File: src/rtl/pool2_cu.sv
// ============================================================================
// Module   : pool2_cu
// Purpose  : Control unit for the 2x2 / stride-2 max-pool stage. Accepts a
//            frame from the previous stage, walks the banked IFM memory one
//            pooling window at a time, drives the max-pool datapath and writes
//            pooled results into the OFM memory before handing off downstream.
// Revision : 1.0 - initial release
// ============================================================================
`default_nettype none

module pool2_cu #(
  parameter int IFM_SIZE         = 10,
  parameter int IFM_DEPTH        = 8,
  parameter int POOL_SIZE        = 2,
  parameter int OFM_SIZE         = IFM_SIZE / POOL_SIZE,
  parameter int ADDRESS_SIZE_IFM = $clog2(IFM_SIZE * IFM_SIZE),
  parameter int ADDRESS_SIZE_OFM = $clog2(OFM_SIZE * OFM_SIZE),
  parameter int SEL_SIZE         = $clog2(IFM_DEPTH)
) (
  input  logic                        clk,
  input  logic                        reset,
  input  logic                        start_from_previous,
  output logic                        end_to_previous,
  input  logic                        end_from_next,
  output logic                        start_to_next,
  output logic                        ifm_enable_read,
  output logic [ADDRESS_SIZE_IFM-1:0] ifm_address_read,
  output logic [SEL_SIZE-1:0]         ifm_sel,
  output logic                        pool_load,
  output logic                        pool_enable,
  output logic                        ofm_enable_write,
  output logic [ADDRESS_SIZE_OFM-1:0] ofm_address_write,
  output logic [SEL_SIZE-1:0]         ofm_sel
);

  localparam int CNT_W = $clog2(OFM_SIZE);
  localparam logic [CNT_W-1:0]    POS_MAX = CNT_W'(OFM_SIZE - 1);
  localparam logic [SEL_SIZE-1:0] CH_MAX  = SEL_SIZE'(IFM_DEPTH - 1);

  typedef enum logic [2:0] {
    S_IDLE      = 3'd0,
    S_WAIT_OFM  = 3'd1,
    S_READ      = 3'd2,
    S_DRAIN     = 3'd3,
    S_WAIT_NEXT = 3'd4
  } state_t;

  state_t state;
  state_t state_next;

  // Window position counters: w is the element inside the 2x2 window
  // (w[1] = row offset, w[0] = column offset).
  logic [1:0]          w_cnt;
  logic [CNT_W-1:0]    ocol;
  logic [CNT_W-1:0]    orow;
  logic [SEL_SIZE-1:0] ch;
  logic                drain_second;
  logic                last_read;

  // Stage 1 aligns with the memory read data, stage 2 with the pooled max.
  logic                        p1_valid;
  logic [1:0]                  p1_w;
  logic [ADDRESS_SIZE_OFM-1:0] p1_oaddr;
  logic [SEL_SIZE-1:0]         p1_osel;
  logic                        p2_write;
  logic [ADDRESS_SIZE_OFM-1:0] p2_oaddr;
  logic [SEL_SIZE-1:0]         p2_osel;

  logic [ADDRESS_SIZE_IFM-1:0] ifm_row;
  logic [ADDRESS_SIZE_IFM-1:0] ifm_col;
  logic [ADDRESS_SIZE_OFM-1:0] ofm_addr_now;

  assign last_read = (state == S_READ) && (w_cnt == 2'd3) && (ocol == POS_MAX)
                     && (orow == POS_MAX) && (ch == CH_MAX);

  // State register.
  always_ff @(posedge clk) begin
    if (reset) state <= S_IDLE;
    else       state <= state_next;
  end

  // Next-state decode and handshake/read strobes.
  always_comb begin
    state_next      = state;
    end_to_previous = 1'b0;
    start_to_next   = 1'b0;
    ifm_enable_read = 1'b0;
    case (state)
      S_IDLE: begin
        end_to_previous = 1'b1;
        if (start_from_previous) state_next = S_WAIT_OFM;
      end
      S_WAIT_OFM: begin
        if (end_from_next) state_next = S_READ;
      end
      S_READ: begin
        ifm_enable_read = 1'b1;
        if (last_read) state_next = S_DRAIN;
      end
      S_DRAIN: begin
        if (drain_second) begin
          if (end_from_next) begin
            start_to_next = 1'b1;
            state_next    = S_IDLE;
          end else begin
            state_next = S_WAIT_NEXT;
          end
        end
      end
      S_WAIT_NEXT: begin
        if (end_from_next) begin
          start_to_next = 1'b1;
          state_next    = S_IDLE;
        end
      end
      default: state_next = S_IDLE;
    endcase
  end

  // Marks the second of the two drain cycles.
  always_ff @(posedge clk) begin
    if (reset) drain_second <= 1'b0;
    else       drain_second <= (state == S_DRAIN) && !drain_second;
  end

  // Nested window counters; they only run while reading and sit at zero otherwise.
  always_ff @(posedge clk) begin
    if (reset || (state != S_READ)) begin
      w_cnt <= '0;
      ocol  <= '0;
      orow  <= '0;
      ch    <= '0;
    end else begin
      w_cnt <= w_cnt + 2'd1;
      if (w_cnt == 2'd3) begin
        if (ocol == POS_MAX) begin
          ocol <= '0;
          if (orow == POS_MAX) begin
            orow <= '0;
            if (ch == CH_MAX) ch <= '0;
            else              ch <= ch + 1'b1;
          end else begin
            orow <= orow + 1'b1;
          end
        end else begin
          ocol <= ocol + 1'b1;
        end
      end
    end
  end

  assign ifm_row = ADDRESS_SIZE_IFM'(POOL_SIZE) * ADDRESS_SIZE_IFM'(orow)
                   + ADDRESS_SIZE_IFM'(w_cnt[1]);
  assign ifm_col = ADDRESS_SIZE_IFM'(POOL_SIZE) * ADDRESS_SIZE_IFM'(ocol)
                   + ADDRESS_SIZE_IFM'(w_cnt[0]);
  assign ifm_address_read = ifm_row * ADDRESS_SIZE_IFM'(IFM_SIZE) + ifm_col;
  assign ifm_sel          = ch;
  assign ofm_addr_now     = ADDRESS_SIZE_OFM'(orow) * ADDRESS_SIZE_OFM'(OFM_SIZE)
                            + ADDRESS_SIZE_OFM'(ocol);

  // Two-stage pipeline tracking read data through the max register to the OFM write.
  always_ff @(posedge clk) begin
    if (reset) begin
      p1_valid <= 1'b0;
      p1_w     <= '0;
      p1_oaddr <= '0;
      p1_osel  <= '0;
      p2_write <= 1'b0;
      p2_oaddr <= '0;
      p2_osel  <= '0;
    end else begin
      p1_valid <= ifm_enable_read;
      p1_w     <= ifm_enable_read ? w_cnt        : 2'd0;
      p1_oaddr <= ifm_enable_read ? ofm_addr_now : '0;
      p1_osel  <= ifm_enable_read ? ch           : '0;
      p2_write <= p1_valid && (p1_w == 2'd3);
      p2_oaddr <= p1_oaddr;
      p2_osel  <= p1_osel;
    end
  end

  assign pool_load         = p1_valid && (p1_w == 2'd0);
  assign pool_enable       = p1_valid && (p1_w != 2'd0);
  assign ofm_enable_write  = p2_write;
  assign ofm_address_write = p2_oaddr;
  assign ofm_sel           = p2_osel;

endmodule

`default_nettype wire

File: config.mk
export PLATFORM = sky130hd
export DESIGN_NAME = pool2_cu
export DESIGN_NICKNAME = d
export VERILOG_FILES = /design/src/rtl/pool2_cu.sv
export SDC_FILE = /design/constraint.sdc
export NUM_CORES = 1
export LEC_CHECK = 0
export BUFFER_PORTS_ARGS = -buffer_cell sky130_fd_sc_hd__buf_2
export CELL_PAD_IN_SITES_DETAIL_PLACEMENT = 1
export CELL_PAD_IN_SITES_GLOBAL_PLACEMENT = 1
export CORE_UTILIZATION = 30
export DETAILED_ROUTE_END_ITERATION = 12
export PLACE_DENSITY_LB_ADDON = 0.1
export REMOVE_ABC_BUFFERS = 1
export SYNTH_ARGS = -nofsm -noshare
export SYNTH_HDL_FRONTEND = slang
export SYNTH_SLANG_ARGS = --single-unit
File: constraint.sdc
create_clock -name clk -period 4.68 [get_ports clk]
set_input_delay 0.936 -clock clk [delete_from_list [all_inputs] [get_ports clk]]
set_output_delay 0.936 -clock clk [all_outputs]
set_load 0.03 [all_outputs]
# Word level (Yosys, flattened, before mapping)
# Index checks and enable logic that the tools add are counted.
[op_classes] n_reduce_logical=17 magnitude_cmp=0 n_mux=15 addsub=8 eq_ne=15 bitwise=1 div=0 shift=0 mul=2
[op_table] cell="two-way mux 3 bit" n=9
[op_table] cell="case mux 3 bit (5 select lines)" n=1
[op_table] cell="equality test 3 bit (second input constant)" n=4
[op_table] cell="adder 4 x 1 -> 5 bit" n=2
[op_table] cell="!= test 2 bit (second input constant)" n=5
[op_table] cell="adder 3 x 1 -> 3 bit (second input constant)" n=3
[op_table] cell="logical AND 1 bit" n=8
[op_table] cell="adder 7 x 5 -> 7 bit" n=1
[op_table] cell="equality test 3 x 2 -> 1 bit (second input constant)" n=2
[op_table] cell="multiplier 5 x 3 -> 6 bit (second input constant)" n=1
[op_table] cell="adder 5 x 3 -> 5 bit" n=1
[op_table] cell="multiplier 3 x 3 -> 5 bit (second input constant)" n=1
[op_table] cell="AND reduction 5 bit" n=1
[op_table] cell="equality test 2 bit (second input constant)" n=2
[op_table] cell="two-way mux 1 bit" n=4
[op_table] cell="equality test 3 x 1 -> 1 bit (second input constant)" n=1
[op_table] cell="zero test 3 bit" n=1
[op_table] cell="!= test 3 x 2 -> 1 bit (second input constant)" n=1
[op_table] cell="AND reduction 3 bit" n=1
[op_table] cell="adder 2 x 1 -> 2 bit (second input constant)" n=1
[op_table] cell="zero test 2 bit" n=1
[op_table] cell="case mux 1 bit (2 select lines)" n=1
[op_table] cell="AND reduction 2 bit" n=1
[op_table] cell="nonzero test 2 bit" n=1
[op_table] cell="4 further kinds" n=4
[word_totals] n_memories=0 latch_bits=0 mem_bits_rw=0 inputBits=4 register_bits=35 rom_bits=0

# Logic depth before layout (Yosys ltp)
[logic_depth] ltp_word=7 ltp_mapped=7 mapped_depth_nobuf=6

# Worst setup path before layout
# OpenSTA, ideal clock, no wires.
[synth_path] path_type="reg2out" startpoint="reg orow[0]" endpoint="out ifm_address_read[6]" slack_ns=1.628 t_required_ns=3.744 path_buffers=0 arrival_time_ns=2.116 stages_incl_launch_ff=7 path_cell_list="dfxtp_1 -> ha_1 -> ha_1 -> inv_1 -> fa_1 -> nor4b_1 -> xnor2_1"
[synth_via] elab_chain_len=3
[synth_rtl] element="start: declaration" line_no="55" text="logic [CNT_W-1:0] orow;"
[synth_rtl] element="start signal: assignment" line_no="143" text="orow <= orow + 1'b1;"
[synth_rtl] element="adder 4 x 1 -> 5 bit" line_no="153" text="+ ADDRESS_SIZE_IFM'(w_cnt[1]);"
[synth_rtl] element="multiplier 5 x 3 -> 6 bit" line_no="156" text="assign ifm_address_read = ifm_row * ADDRESS_SIZE_IFM'(IFM_SIZE) + ifm_col;"
[synth_rtl] element="adder 7 x 5 -> 7 bit" line_no="156"
[synth_rtl] element="end: declaration" line_no="27" text="output logic [ADDRESS_SIZE_IFM-1:0] ifm_address_read,"
# No other way between the ends.

# Worst setup path after layout
# Same ends and word-level chain as after synthesis.

==> run_results.csv <==
group,metric,value,unit
setup_path,worstPathArrival,2.59,ns
cts,post_cts_resized,0,
sta,final_count_of_negative_setup_slack_endpoints,0,
sta,worst-slew-pin-transition,0.3477,ns
finish,area_growth,16.87,%
cts,clkTransAtPathRegs,0.08,ns
die,initial_core_util,31.87,%
sta,maxClockFrequency,283.8,MHz
finish,fillCellCount,623,
cts,clock_tree.buffer_depth,2,
yosys,avgSynthCellArea,10.37,um2
cts,htreeDepth,2,
sta,finalSetupTns,0,ns
route,avgViaCountPerCell,4.585,
cts,worst_skew_pair.late_latency,0.29,ns
setup_path,timing.critical_path.to_type,"output pin",
finish,instances_no_fill,260,
route,route.detailed.wl_per_inst,12.03,um
job,max_cap_violations,0,
power_and_ir_drop,internal_power,0.4271,mW
sta,rsz0062_at_grt,"no",
hold_path,timing.hold.worst_path_depth,1,
yosys,ys_types,37,
placement,globalplace.congestion,0.7590,
setup_path,path_class,"register to output pin",
yosys,async_reset_ff_share,0,%
power_and_ir_drop,maximum_resistive_drop_on_vdd,0.1098,mV
global_routing,grt_pass1_vias,1162,
cts,post-cts-setup-buffers,0,
die,row_count,26,
finish,final_layout_size_suffix_gt1_share,22.11,%
route,wirelength_met1,1359,um
sta,post-route-min-period,3.524,ns
power_and_ir_drop,clkPwrFrac,42.4,%
finish,nets_finish,216,
yosys,yosysWarningCount,0,
die,die_area,5866,um2
hold_path,hold_path_class,"register to register",
global_routing,grt_first_pass_wirelength,5561,um
route,initialDrtViolationCount,25,
finish,area.sequential,700.7,um2
yosys,netlist_instances,161,
outcome,outcome,"finished, final reports clean",
placement,io_buffers,27,
cts,holdBufCountCts,0,
cts,cts_root_buffer,"sky130_fd_sc_hd__clkbuf_8",
power_and_ir_drop,p_total,0.5619,mW
setup_path,timing.critical_path.required,3.74,ns
sta,final-max-slew-violation-count,0,
global_routing,grt_util_all_layers,12.26,%
setup_path,reg2regPathDepth,6,
die,io_pins,28,
setup_path,timing.critical_path.fanout_max,7,
yosys,syn-cell-area,1669,um2
yosys,synth_sequential_area_ratio,41.98,%
finish,area_taken_by_multi_input_logic_gates,878.3,um2
yosys,ys_dominant_reg_cell,"sky130_fd_sc_hd__dfxtp_1",
route,met2WireLength,1601,um
sta,final_hold_viol_count,0,
route,vias,1192,
route,firstDrtPassIters,4,
power_and_ir_drop,power_density_over_the_cells,288.1,nW/um2
route,dr.max_layer_used,"met4",
power_and_ir_drop,reported_leakage_power,0.9135,nW
sta,clock_skew,0.01023,ns
yosys,ys_ff_latch,35,
placement,place_inst,252,
route,finalWirelength,3128,um
die,die_w,76.59,um
yosys,synth-edff-count,0,
power_and_ir_drop,seq_power_share,53.9,%
global_routing,antenna_found_initial,0,
cts,tritoncts,"yes",
setup_path,worstSetupStartpointType,"register",
power_and_ir_drop,p_switching,0.1348,mW
global_routing,globalRoute.totalOverflow,0,
route,wl_met3,129,um
route,ant_nets,0,
sta,max_slew_margin,76.49,%
global_routing,pin_count_of_the_biggest_net_entering_global_routing,16,
finish,antenna-diode-count,0,
sta,min_period_over_period,75.29,%
die,fp.coreArea,5238,um2
cts,cts_made_buffers,5,
power_and_ir_drop,combPwrFrac,3.6,%
power_and_ir_drop,netSwitchingFraction,23.99,%
die,die_h,76.59,um
placement,detailed_placement_wirelength_estimate,2361,um
cts,clock-sinks,35,
route,drc_violations_left,0,
power by group through the flow:
| stage | Sequential (mW) | Clock (mW) | Combinational [mW] |
|---|---|---|---|
| final | 0.303 | 0.238 | 0.0205 |
| after global routing | 0.304 | 0.267 | 0.0229 |
| after CTS | 0.303 | 0.251 | 0.0211 |
| after detailed placement | 0.310 | 0 | 0.0209 |
| after global placement | 0.310 | 0 | 0.0206 |
| after floorplan | 0.310 | 0 | 0.0130 |
state kept, by name, summed over array words and instances, names as in the netlist:
signal and flops:
drain_second 1, ifm_sel 3, ocol 3, ofm_address_write 5, ofm_enable_write 1, ofm_sel 3, orow 3, p1_oaddr 5
p1_osel 3, p1_valid 1, p1_w 2, state 3, w_cnt 2
routing by layer:
metal | vias up | global-route usage (%)
met5 | - | 0
met4 | 0 | 4.038
met3 | 4 | 4.671
met2 | 21 | 21.17
met1 | 568 | 13.77
li1 | 599 | -
path summary, 6_finish.rpt:
check,from,end,slack (ns)
max,orow[0],ifm_address_read[6],1.16
min,p1_osel[1],ofm_sel[1],0.44
max reg2reg,orow[0],p1_oaddr[3],2.72
min reg2reg,p1_osel[1],ofm_sel[1],0.44
critical path, stage by stage (launching register included):
cell                      delay (ns)
sky130_fd_sc_hd__dfxtp_1        0.51
sky130_fd_sc_hd__ha_1           0.32
sky130_fd_sc_hd__ha_1           0.20
sky130_fd_sc_hd__inv_1          0.06
sky130_fd_sc_hd__fa_1           0.44
sky130_fd_sc_hd__nor4b_1        0.40
sky130_fd_sc_hd__xnor2_1        0.16
sky130_fd_sc_hd__buf_2          0.21
cell usage after synthesis (2+ instances only):
cell	n	area share (%)
sky130_fd_sc_hd__nand3_1	4	1.2
sky130_fd_sc_hd__buf_6	2	1.3
sky130_fd_sc_hd__mux2_1	2	1.3
sky130_fd_sc_hd__inv_1	11	2.5
sky130_fd_sc_hd__clkbuf_1	2	0.45
sky130_fd_sc_hd__nor4b_1	2	1.0
sky130_fd_sc_hd__xnor2_1	3	1.6
sky130_fd_sc_hd__and2_1	5	1.9
sky130_fd_sc_hd__nor2b_1	11	4.1
sky130_fd_sc_hd__nand2_1	7	1.6
sky130_fd_sc_hd__nor3b_1	3	1.3
sky130_fd_sc_hd__buf_2	2	0.60
sky130_fd_sc_hd__ha_1	20	15
sky130_fd_sc_hd__nand2b_1	3	1.1
sky130_fd_sc_hd__nor2_1	7	1.6
sky130_fd_sc_hd__dfxtp_1	35	42
sky130_fd_sc_hd__xor2_1	6	3.1
sky130_fd_sc_hd__mux2i_1	2	1.2
sky130_fd_sc_hd__and2_4	2	1.0
sky130_fd_sc_hd__a21oi_1	6	1.8
sky130_fd_sc_hd__and3_1	2	0.75
sky130_fd_sc_hd__fa_1	3	3.6
sky130_fd_sc_hd__nor3_2	3	1.8
sky130_fd_sc_hd__nor3_1	5	1.5
layout by cell type (no fill, tap or decap), drive strengths merged, types with 6 or more instances in the layout:
cell type	count
and2	7
clkbuf	6
inv	11
a21oi	6
buf	27
nand2	7
nor3	8
nor2b	11
ha	20
dfxtp	35
nor2	7
xor2	6
cells by family after synthesis:
group,Yosys count,share of synthesized area [%]
AO/OA/AOI/OAI,15,5.998
XOR/XNOR,9,4.723
adder cells (fa/ha/maj),23,18.59
buffers and inverters,18,5.398
flip-flops,35,41.98
multiplexers,4,2.549
AND/OR/NAND/NOR,57,20.77
stage by stage:
stage	util (%)	setup WS, ns	hold slack (ns)	instance area [um2]
after floorplan	-	1.628	0.4138	1629
after global placement	35.36	1.535	0.4159	1852
after detailed placement	35.36	1.433	0.4239	1852
after CTS	37.24	1.095	0.4442	1951
after global routing	37.24	0.9378	0.4625	1951
final	37.24	1.156	0.4381	1951
final cells by class:
| type | instances | share of cell area, % |
|---|---|---|
| Sequential cell | 35 | 35.92 |
| Clock inverter | 2 | 0.8339 |
| Clock buffer | 6 | 4.233 |
| Timing Repair Buffer | 27 | 6.928 |
| Inverter | 12 | 2.566 |
| Tap cell | 70 | 4.490 |
| Multi-Input combinational cell | 108 | 45.03 |
(Power assumes the default switching activity.)
